### config.mk
export PLATFORM = sky130hd
export DESIGN_NAME = rr_sel_8_1
export DESIGN_NICKNAME = d
export VERILOG_FILES = /design/src/rtl/rr_sel_8_1.sv
export SDC_FILE = /design/constraint.sdc
export NUM_CORES = 1
export LEC_CHECK = 0
export CAP_MARGIN = 20
export CORE_UTILIZATION = 54
export CTS_CLUSTER_DIAMETER = 200
export DETAILED_ROUTE_END_ITERATION = 7
export GPL_TIMING_DRIVEN = 0
export PLACE_DENSITY_LB_ADDON = 0.3
export SYNTH_ARGS = -nofsm -noshare
export SYNTH_HDL_FRONTEND = slang
export SYNTH_SLANG_ARGS = --single-unit
### constraint.sdc
create_clock -name clk -period 3.7 [get_ports clk]
set_clock_uncertainty 0.2 [all_clocks]
set_input_delay 0.74 -clock clk [delete_from_list [all_inputs] [get_ports clk]]
set_output_delay 0.74 -clock clk [all_outputs]
set_load 0.1 [all_outputs]
### src/rtl/rr_sel_8_1.sv
// rr_sel_8_1: round-robin select generator for an 8:1 channel mux.
// Arbitrates eight requesters and drives a registered select/grant with a
// valid/ready handshake toward the consumer. A grant ends on a transfer, on
// withdrawal of the request, or after TIMEOUT cycles without a transfer.
module rr_sel_8_1 #(
  parameter int TIMEOUT = 15
) (
  input  logic       clk,
  input  logic       rst_n,
  input  logic [7:0] req,
  input  logic       out_ready,
  output logic [2:0] sel,
  output logic [7:0] gnt,
  output logic       valid,
  output logic [7:0] ack,
  output logic       timeout
);

  typedef enum logic {
    IDLE  = 1'b0,
    GRANT = 1'b1
  } state_t;

  // A TIMEOUT of 0 disables the hold timer; otherwise the grant drops when
  // the hold counter reaches TIMEOUT-1.
  localparam logic       to_en   = (TIMEOUT != 0);
  localparam logic [7:0] to_last = (TIMEOUT == 0) ? 8'd0 : 8'(TIMEOUT - 1);

  state_t     state_reg, state_next;
  logic [2:0] ptr_reg, ptr_next;
  logic [2:0] sel_reg, sel_next;
  logic [7:0] gnt_reg, gnt_next;
  logic       valid_reg, valid_next;
  logic       timeout_reg, timeout_next;
  logic [7:0] hcnt_reg, hcnt_next;

  // First set bit of mask at or after start, searching cyclically 7 -> 0.
  function automatic logic [2:0] pick(input logic [7:0] mask, input logic [2:0] start);
    logic [2:0] idx;
    logic       found;
    pick  = start;
    found = 1'b0;
    for (int i = 0; i < 8; i++) begin
      idx = start + 3'(i);
      if (!found && mask[idx]) begin
        pick  = idx;
        found = 1'b1;
      end
    end
  endfunction

  // State and output registers; reset aborts any grant without ack/timeout.
  always_ff @(posedge clk or negedge rst_n) begin
    if (!rst_n) begin
      state_reg   <= IDLE;
      ptr_reg     <= 3'd0;
      sel_reg     <= 3'd0;
      gnt_reg     <= 8'd0;
      valid_reg   <= 1'b0;
      timeout_reg <= 1'b0;
      hcnt_reg    <= 8'd0;
    end else begin
      state_reg   <= state_next;
      ptr_reg     <= ptr_next;
      sel_reg     <= sel_next;
      gnt_reg     <= gnt_next;
      valid_reg   <= valid_next;
      timeout_reg <= timeout_next;
      hcnt_reg    <= hcnt_next;
    end
  end

  logic       xfer;
  logic       withdraw;
  logic       expire;
  logic [7:0] rearb_mask;
  logic [2:0] rearb_start;

  // Next-state: arbitration from IDLE, and grant termination with
  // priority transfer > withdrawal > timeout followed by same-edge
  // re-arbitration that excludes the source just served.
  always_comb begin
    state_next   = state_reg;
    ptr_next     = ptr_reg;
    sel_next     = sel_reg;
    gnt_next     = gnt_reg;
    valid_next   = valid_reg;
    timeout_next = 1'b0;
    hcnt_next    = hcnt_reg;
    xfer         = out_ready;
    withdraw     = !req[sel_reg];
    expire       = to_en && (hcnt_reg == to_last);
    rearb_mask   = req & ~gnt_reg;
    rearb_start  = sel_reg + 3'd1;

    case (state_reg)
      IDLE: begin
        if (|req) begin
          state_next = GRANT;
          sel_next   = pick(req, ptr_reg);
          gnt_next   = 8'b1 << sel_next;
          valid_next = 1'b1;
          hcnt_next  = 8'd0;
        end
      end
      GRANT: begin
        if (xfer || withdraw || expire) begin
          // Timeout pulse only when neither higher-priority event applies.
          timeout_next = !xfer && !withdraw;
          ptr_next     = rearb_start;
          if (|rearb_mask) begin
            sel_next   = pick(rearb_mask, rearb_start);
            gnt_next   = 8'b1 << sel_next;
            valid_next = 1'b1;
            hcnt_next  = 8'd0;
          end else begin
            state_next = IDLE;
            gnt_next   = 8'd0;
            valid_next = 1'b0;
          end
        end else if (hcnt_reg != 8'hFF) begin
          hcnt_next = hcnt_reg + 8'd1;
        end
      end
      default: begin
        state_next = IDLE;
      end
    endcase
  end

  // Same-cycle acknowledge toward the granted requester.
  for (genvar gi = 0; gi < 8; gi++) begin : g_ack
    assign ack[gi] = gnt_reg[gi] & valid_reg & out_ready;
  end

  assign sel     = sel_reg;
  assign gnt     = gnt_reg;
  assign valid   = valid_reg;
  assign timeout = timeout_reg;

endmodule

==> results of run 1 <==
## layout by cell type, fill, tap and decap left out, types with 7 or more instances in the layout
cell | netlist | final
nor2_1 | 27 | 27
a21oi_1 | 11 | 10
mux2i_1 | 26 | 22
and3_1 | 12 | 11
mux4_2 | 23 | 23
nor2b_1 | 11 | 11
dlymetal6s2s_1 | 0 | 7
o31ai_1 | 7 | 7
o21ai_0 | 11 | 11
nand4_1 | 9 | 9
nand3_1 | 18 | 17
nand2_1 | 29 | 29
clkdlybuf4s50_1 | 0 | 23
dfrtp_1 | 25 | 22
buf_4 | 7 | 21
o211ai_1 | 8 | 8
mux2_2 | 11 | 11
## final cells by class
type / count / area (um^2)
tap: 75 / 93.8
fill: 450 / 1700
buffer: 27 / 169
multi-input combinational: 328 / 2900
clock inverter: 1 / 7.51
inverter: 10 / 46.3
timing repair buffer: 47 / 479
sequential: 25 / 629
clock buffer: 3 / 41.3
## kinds of logic after synthesis
group	Yosys count	share of synthesized area, %
AND/OR/NAND/NOR	155	24.5
multiplexers	61	26.5
AO/OA/AOI/OAI	94	20.0
flip-flops	25	17.9
buffers and inverters	37	5.23
XOR/XNOR	11	3.73
adder cells (fa/ha/maj)	6	2.15
## path summary, 6_finish.rpt
kind                                             start            endpoint  slack, ns  cells past startpoint
worst max-delay path                            req[5]  gnt[5]$_DFFE_PN0P_       0.03                     10
worst min-delay path                gnt[1]$_DFFE_PN0P_  gnt[1]$_DFFE_PN0P_       0.40                      2
worst max register to register  ptr_reg[0]$_DFFE_PN0P_  gnt[2]$_DFFE_PN0P_       0.09                     15
worst min register to register      gnt[1]$_DFFE_PN0P_  gnt[1]$_DFFE_PN0P_       0.40                      2
max in group asynchronous                        rst_n  sel[0]$_DFFE_PN0P_       2.31                      2
min in group asynchronous                        rst_n   valid$_DFFE_PN0P_       0.55                      1
## routing by layer
metal	GRT usage, %	vias up	share of wire, %
li1	-	1637	-
met1	43.6	1754	43
met2	51.0	203	47
met3	3.85	19	9.3
met4	8.60	0	1.4
met5	0	-	0
## tightest hold or removal path: stages, from the launching register on
cell and delay (ns):
dfrtp_1 0.41, nand2_1 0.07, o311ai_1 0.08
## through the flow
step | util (%) | worst slack, ns
floorplan | - | 0.0438
global placement | 64.3 | -0.476
detailed placement | 64.3 | -0.460
CTS | 66.4 | 0.00667
global route | 72.0 | -0.0612
finish | 72.0 | 0.0292
## what timing repair did
item,4_1_cts,5_1_grt
buffers inserted,0,15
gates cloned,0,1
endpoints found under the setup margin,12,24
gates resized for setup,17,57
pin swaps,3,8
==> flow_summary_export.csv, run 1 <==
group,metric,value,unit
critical_path,path_class,"in -> reg",
timing,fin_crit_sh,99.2,%
logic_synthesis,synth_area,3490,um^2
clocking,cts_max_path_buffers,2,
routing,drc,0,
placement,place_inst,495,
critical_path,cpPeakStageDelay,0.53,ns
logic_synthesis,synth_edf_count,0,
global_routing,grt_pass1_vias,3258,
placement,numPortBuffers,31,
critical_path,slowest_stage,"mux4_2",
clocking,cts_root_buf,"clkbuf_8",
logic_synthesis,yosysMostFrequentCell,"nand2_1",
final_layout,area_growth,25.1,%
logic_synthesis,ys_seq_area_share,17.9,%
logic_synthesis,synth_seq_cells,25,
final_layout,fin_area,4370,um^2
timing,rsz0062_at_grt,"yes",
logic_synthesis,synth_top_area_share,17.9,%
critical_path,path_cells,"clkdlybuf4s50_1 > clkbuf_2 > mux4_2 > mux2_2 > or3_1 > a31oi_1 > a22oi_2 > and3_2 > a32oi_1 > o31ai_1",
global_routing,grt_pass1_wl,15.9,mm
clocking,ctsHoldBuffers,0,
routing,postRouteAntennaNets,0,
floorplanning,dieHeight,82.4,um
critical_path,path_buf_inv,2,
critical_path,cp_max_fo,10,
placement,gp_congestion,0.934,
clocking,cts_buffers,3,
hold_path,hp-class,"reg -> reg",
logic_synthesis,synth_common_cells,"nand2_1 (29), nor2_1 (27), mux2i_1 (26)",
timing,finalMaxSlewViolations,0,
floorplanning,start_util,57.6,%
final_layout,stdcell_count,516,
placement,post_dp_cell_area,3900,um^2
clocking,clock_sinks,25,
routing,routed_wl,10.8,mm
critical_path,required,3.66,ns
floorplanning,boundaryPins,32,
final_layout,antenna_cells,0,
timing,period_needed,3.67,ns
critical_path,start_kind,"primary input",
final_layout,layout-drive-gt1-share,28.3,%
clocking,insertion_delay,0.28,ns
logic_synthesis,syn_nets,406,
global_routing,antenna_found_initial,0,
routing,vias,3613,
critical_path,critPathTopFamily,"multiplexers",
global_routing,track_usage,31.2,%
logic_synthesis,synth_area_leaders,"dfrtp_1 (18%), mux4_2 (15%), mux2i_1 (7.5%), mux2_2 (3.5%), nand2_1 (3.1%)",
logic_synthesis,netlist-cell-type-count,72,
timing,fmax,272,MHz
final_layout,nNetsFinal,459,
global_routing,grt_start_max_net_pins,26,
floorplanning,die_area,6790,um^2
job,drv_cap,0,
timing,setup_violations,0,
status,status,"completed",
timing,slew_headroom,34.5,%
timing,worstMarginPinSlew,0.979,ns
timing,setup_tns,0,ns
global_routing,grt-ovfl-total,0,
timing,hold_violations,0,
timing,hold-worst-slack,0.396,ns
logic_synthesis,ys.flop_type,"dfrtp_1",
routing,dr.pass1.iters,5,
clocking,clk_pin_slew,0.09,ns
critical_path,crit_arrival,3.63,ns
logic_synthesis,synth.avg_cell_area,8.97,um^2
logic_synthesis,syn_inst,389,
floorplanning,rows,28,
routing,first_iter_violations,358,
logic_synthesis,yosys.area.top_type,"dfrtp_1",
floorplanning,core,6060,um^2
floorplanning,die_x,82.4,um
critical_path,end_kind,"flop",
logic_synthesis,async_reset_ff_share,100,%
clocking,cts_tree,"yes",
placement,dp_hpwl,7.75,mm
logic_synthesis,ys.warnings.count,0,
clocking,htree_levels,1,
routing,viasPerCell,7.00,
routing,wl_per_cell,21.0,um
Power of run 1 is not shown: default switching activity piles up to over one toggle a cycle in this logic, so the estimate is an artifact.
==> inputs of run 2 (changes only) <==
- CORE_UTILIZATION: 54 -> 50
==> run 2 against run 1 <==
Effect of this change: worst setup slack improved by 0.023 ns; final cell count increased by 1.7%; count of clock-buffer cells in the layout increased by 1; first-iteration DRC count increased by 8.4%; die area increased by 7.8%; global-route usage decreased by 2.9 points; sequential cell count unchanged; sequential share of layout area decreased by 0.24 points; critical path depth decreased by 1; register-to-register slack about the same; non-clock buffer count increased by 5; core utilization decreased by 6.3 points; critical path type unchanged.
==> flow_summary_export.csv, run 2 (synthesis results as in run 1) <==
group,metric,value,unit
final_layout,layout-drive-gt1-share,29.7,%
critical_path,reg2regPathDepth,14,
routing,drc,0,
final_layout,area_growth,27.2,%
global_routing,track_usage,28.4,%
critical_path,path_class,"in -> reg",
routing,dr.pass1.iters,5,
final_layout,final_cell_mix,"nand2_1 (29), buf_4 (28), nor2_1 (26), mux4_2 (23), dfrtp_1 (22)",
final_layout,post-route-util,65.7,%
critical_path,r2r_start,"ptr_reg[1]$_DFFE_PN0P_",
routing,first_iter_violations,388,
global_routing,antenna_found_initial,0,
clocking,cts_tree,"yes",
placement,gp_congestion,0.876,
routing,routed_wl,10.6,mm
critical_path,required,3.62,ns
critical_path,end_kind,"flop",
routing,viasPerCell,7.06,
timing,hold_violations,0,
global_routing,grt_start_max_net_pins,26,
critical_path,start_kind,"primary input",
timing,rsz0062_at_grt,"yes",
hold_path,min_from,"hcnt_reg[4]$_DFFE_PN0P_",
final_layout,layout_commonest_cell,"nand2_1",
routing,vias,3704,
clocking,htree_levels,1,
job,drv_cap,0,
timing,finalMaxSlewViolations,0,
timing,fmax,274,MHz
status,status,"completed",
clocking,cts_root_buf,"clkbuf_8",
routing,wl_per_cell,20.2,um
critical_path,cp_max_fo,8,
global_routing,grt_pass1_vias,3399,
timing,period_needed,3.65,ns
clocking,cts_buffers,3,
floorplanning,dieHeight,85.5,um
final_layout,antenna_cells,0,
timing,setup_violations,0,
critical_path,regToRegSetupSlack,0.10,ns
hold_path,hp-class,"reg -> reg",
critical_path,r2r_end,"gnt[2]$_DFFE_PN0P_",
global_routing,grt-ovfl-total,0,
floorplanning,die_x,85.5,um
floorplanning,core,6760,um^2
timing,fin_crit_sh,98.6,%
global_routing,grt_pass1_wl,16.6,mm
critical_path,crit_arrival,3.57,ns
placement,numPortBuffers,31,
clocking,clk_pin_slew,0.09,ns
timing,worstMarginPinSlew,0.977,ns
floorplanning,die_area,7320,um^2
placement,dp_hpwl,7.72,mm
clocking,clock_sinks,25,
routing,postRouteAntennaNets,0,
timing,slew_headroom,34.6,%
final_layout,nNetsFinal,463,
floorplanning,start_util,51.6,%
floorplanning,boundaryPins,32,
clocking,insertion_delay,0.27,ns
clocking,cts_max_path_buffers,2,
critical_path,cp-startpoint,"req[2]",
timing,setup_tns,0,ns
floorplanning,rows,30,
critical_path,endpoint,"sel[2]$_DFFE_PN0P_",
run 2: how the worst min path moves through the flow:
stage | to | depth (start not counted)
after floorplan | gnt[0]$_DFFE_PN0P_ | 0
after global placement | hcnt_reg[4]$_DFFE_PN0P_ | 2
after detailed placement | hcnt_reg[4]$_DFFE_PN0P_ | 2
after CTS | hcnt_reg[4]$_DFFE_PN0P_ | 2
after global routing | hcnt_reg[4]$_DFFE_PN0P_ | 2
final | hcnt_reg[4]$_DFFE_PN0P_ | 2
run 2: worst max-delay path, stage by stage:
cell	delay (ns)
clkdlybuf4s50_1	0.49
nor2b_1	0.19
mux4_2	0.55
mux2i_4	0.27
nand4_1	0.25
nor3_2	0.39
a211oi_1	0.17
o21ai_2	0.33
o221ai_1	0.19
run 2: cell type report:
cell class | instances | area [um^2]
Inverter | 10 | 46.3
Sequential cell | 25 | 629
Multi-Input combinational cell | 327 | 2910
Clock buffer | 4 | 45.0
Timing Repair Buffer | 52 | 519
Buffer | 27 | 186
Tap cell | 80 | 100
Fill cell | 535 | 2320
run 2: through the flow:
stage               cells  instance area, um^2  setup WS, ns  hold slack (ns)
CTS                   505                 4070       0.00209            0.386
global route          525                 4440       -0.0307            0.421
detailed placement    500                 3900        -0.525            0.367
finish                525                 4440        0.0522            0.388
floorplan             389                 3490        0.0438            0.244
global placement      500                 3900        -0.500            0.350
run 2: repair_timing:
action / in CTS / in global routing
hold endpoints to repair: 0 / 0
resized for setup: 24 / 67
endpoints found under the setup margin: 17 / 25
pin swaps: 2 / 10
setup buffers: 1 / 19
hold buffers: 0 / 0
run 2: per-layer routing:
metal / share of wire (%) / track usage [%] / wire length, um
met5: 0 / 0 / 0
met4: 1.9 / 7.42 / 198
met3: 9.2 / 4.62 / 971
met2: 48 / 45.9 / 5070
met1: 41 / 39.8 / 4360
Power of run 2 is left out for the same reason.
==> inputs of run 3 (changes only) <==
- CORE_UTILIZATION: 50 -> 51
==> run 3 against run 2 <==
Effect of this change: largest cell class unchanged; critical path type is now in -> out; core utilization decreased by 0.072 points; final cell count is 2.5% lower; final area decreased by 4.0%.
==> flow_summary_export.csv, run 3 (synthesis results as in run 1) <==
group,metric,value,unit
timing,fmax,272,MHz
clocking,cts_root_buf,"clkbuf_8",
final_layout,final_cell_mix,"nand2_1 (29), clkdlybuf4s50_1 (28), nor2_1 (27), mux4_2 (23)",
critical_path,start_kind,"primary input",
routing,routed_wl,10.5,mm
routing,first_iter_violations,373,
final_layout,area_growth,22.1,%
floorplanning,core,6490,um^2
timing,hold_violations,0,
final_layout,nNetsFinal,453,
job,drv_cap,0,
floorplanning,dieHeight,84.7,um
status,status,"completed",
clocking,insertion_delay,0.27,ns
clocking,cts_max_path_buffers,2,
critical_path,required,2.76,ns
clocking,ctsHoldBuffers,0,
final_layout,layout_commonest_cell,"nand2_1",
routing,viasPerCell,6.99,
global_routing,grt_pass1_vias,3374,
clocking,cts_buffers,3,
hold_path,hp-class,"reg -> reg",
clocking,clk_pin_slew,0.08,ns
floorplanning,boundaryPins,32,
critical_path,path_buf_inv,2,
placement,pre_cts_slack,-0.519,ns
global_routing,track_usage,29.5,%
placement,dp_hpwl,7.86,mm
timing,setup_violations,0,
placement,place_inst,497,
hold_path,holdPathStages,2,
routing,vias,3577,
floorplanning,die_x,84.7,um
timing,worstMarginPinSlew,0.996,ns
global_routing,grt_start_max_net_pins,26,
critical_path,cpPeakStageDelay,1.13,ns
clocking,clock_sinks,25,
final_layout,layout-drive-gt1-share,26.9,%
timing,finalMaxSlewViolations,0,
clocking,cts_tree,"yes",
floorplanning,start_util,53.7,%
timing,rsz0062_at_grt,"yes",
timing,slew_headroom,33.4,%
critical_path,cp_max_fo,10,
routing,postRouteAntennaNets,0,
routing,drc,0,
placement,gp_congestion,0.909,
final_layout,antenna_cells,0,
floorplanning,rows,29,
clocking,htree_levels,1,
critical_path,critPathTopFamily,"buffers and inverters",
critical_path,worst-path-stages,3,
critical_path,path_class,"in -> out",
routing,wl_per_cell,20.5,um
timing,finalWorstSetupSlack,0.0220,ns
timing,period_needed,3.68,ns
critical_path,path_cells,"clkdlybuf4s50_1 > and3_1 > clkdlybuf4s50_1",
floorplanning,die_area,7180,um^2
critical_path,reg2regPathDepth,13,
timing,fin_crit_sh,99.4,%
critical_path,end_kind,"output port",
critical_path,cpMostUsedCell,"clkdlybuf4s50_1",
global_routing,grt_pass1_wl,16.9,mm
global_routing,grt-ovfl-total,0,
critical_path,crit_arrival,2.74,ns
global_routing,antenna_found_initial,0,
critical_path,slowest_stage,"clkdlybuf4s50_1",
routing,dr.pass1.iters,7,
placement,numPortBuffers,31,
final_layout,stdcell_count,512,
==> run 3: layer usage <==
layer	vias up	routed length (um)	track usage (%)
met1	1722	4350	41.8
met5	-	0	0
met3	15	1080	4.82
met4	0	137	6.93
li1	1615	-	-
met2	225	4900	47.5
==> run 3: final cells by class <==
class | count | area (um^2)
repair buffers | 42 | 408
plain buffers | 27 | 169
multi-input cells | 327 | 2870
fillers | 544 | 2230
clock buffers | 4 | 45.0
flip-flops and latches | 25 | 629
well taps | 77 | 96.3
inverters | 10 | 42.5
==> run 3: metrics by stage <==
stage	setup TNS, ns	hold slack (ns)	utilization (%)	instance area, um^2
after detailed placement	-6.83	0.354	60.0	3900
after CTS	0	0.375	62.0	4030
final	0	0.369	65.6	4260
after global routing	-0.0720	0.408	65.6	4260
after global placement	-5.98	0.349	60.0	3900
after floorplan	0	0.244	-	3490
==> run 3: repair_timing <==
action / CTS / global route
gates cloned: 0 / 0
setup endpoints to repair: 16 / 20
pin swaps: 2 / 8
buffers inserted: 0 / 10
gates resized for setup: 18 / 48
==> run 3: worst reg2reg max path, cell delays in order (launching register included) <==
cell and delay, ns:
dfrtp_2 0.44, inv_1 0.11, buf_6 0.13, ha_1 0.22, buf_4 0.17, buf_4 0.19, mux2i_1 0.14, mux4_2 0.53
a32o_2 0.32, a221oi_4 0.33, o32ai_2 0.14, a21boi_2 0.31, a41oi_2 0.16, o31ai_1 0.10
==> run 3: path summary, 6_finish.rpt <==
check | startpoint | to | slack (ns)
max in group asynchronous | rst_n | sel[0]$_DFFE_PN0P_ | 2.33
min in group asynchronous | rst_n | hcnt_reg[3]$_DFFE_PN0P_ | 0.52
setup / recovery | out_ready | ack[5] | 0.02
hold / removal | hcnt_reg[4]$_DFFE_PN0P_ | hcnt_reg[4]$_DFFE_PN0P_ | 0.37
setup reg to reg | ptr_reg[1]$_DFFE_PN0P_ | gnt[0]$_DFFE_PN0P_ | 0.12
hold reg to reg | hcnt_reg[4]$_DFFE_PN0P_ | hcnt_reg[4]$_DFFE_PN0P_ | 0.37
Power of run 3 is left out for the same reason.
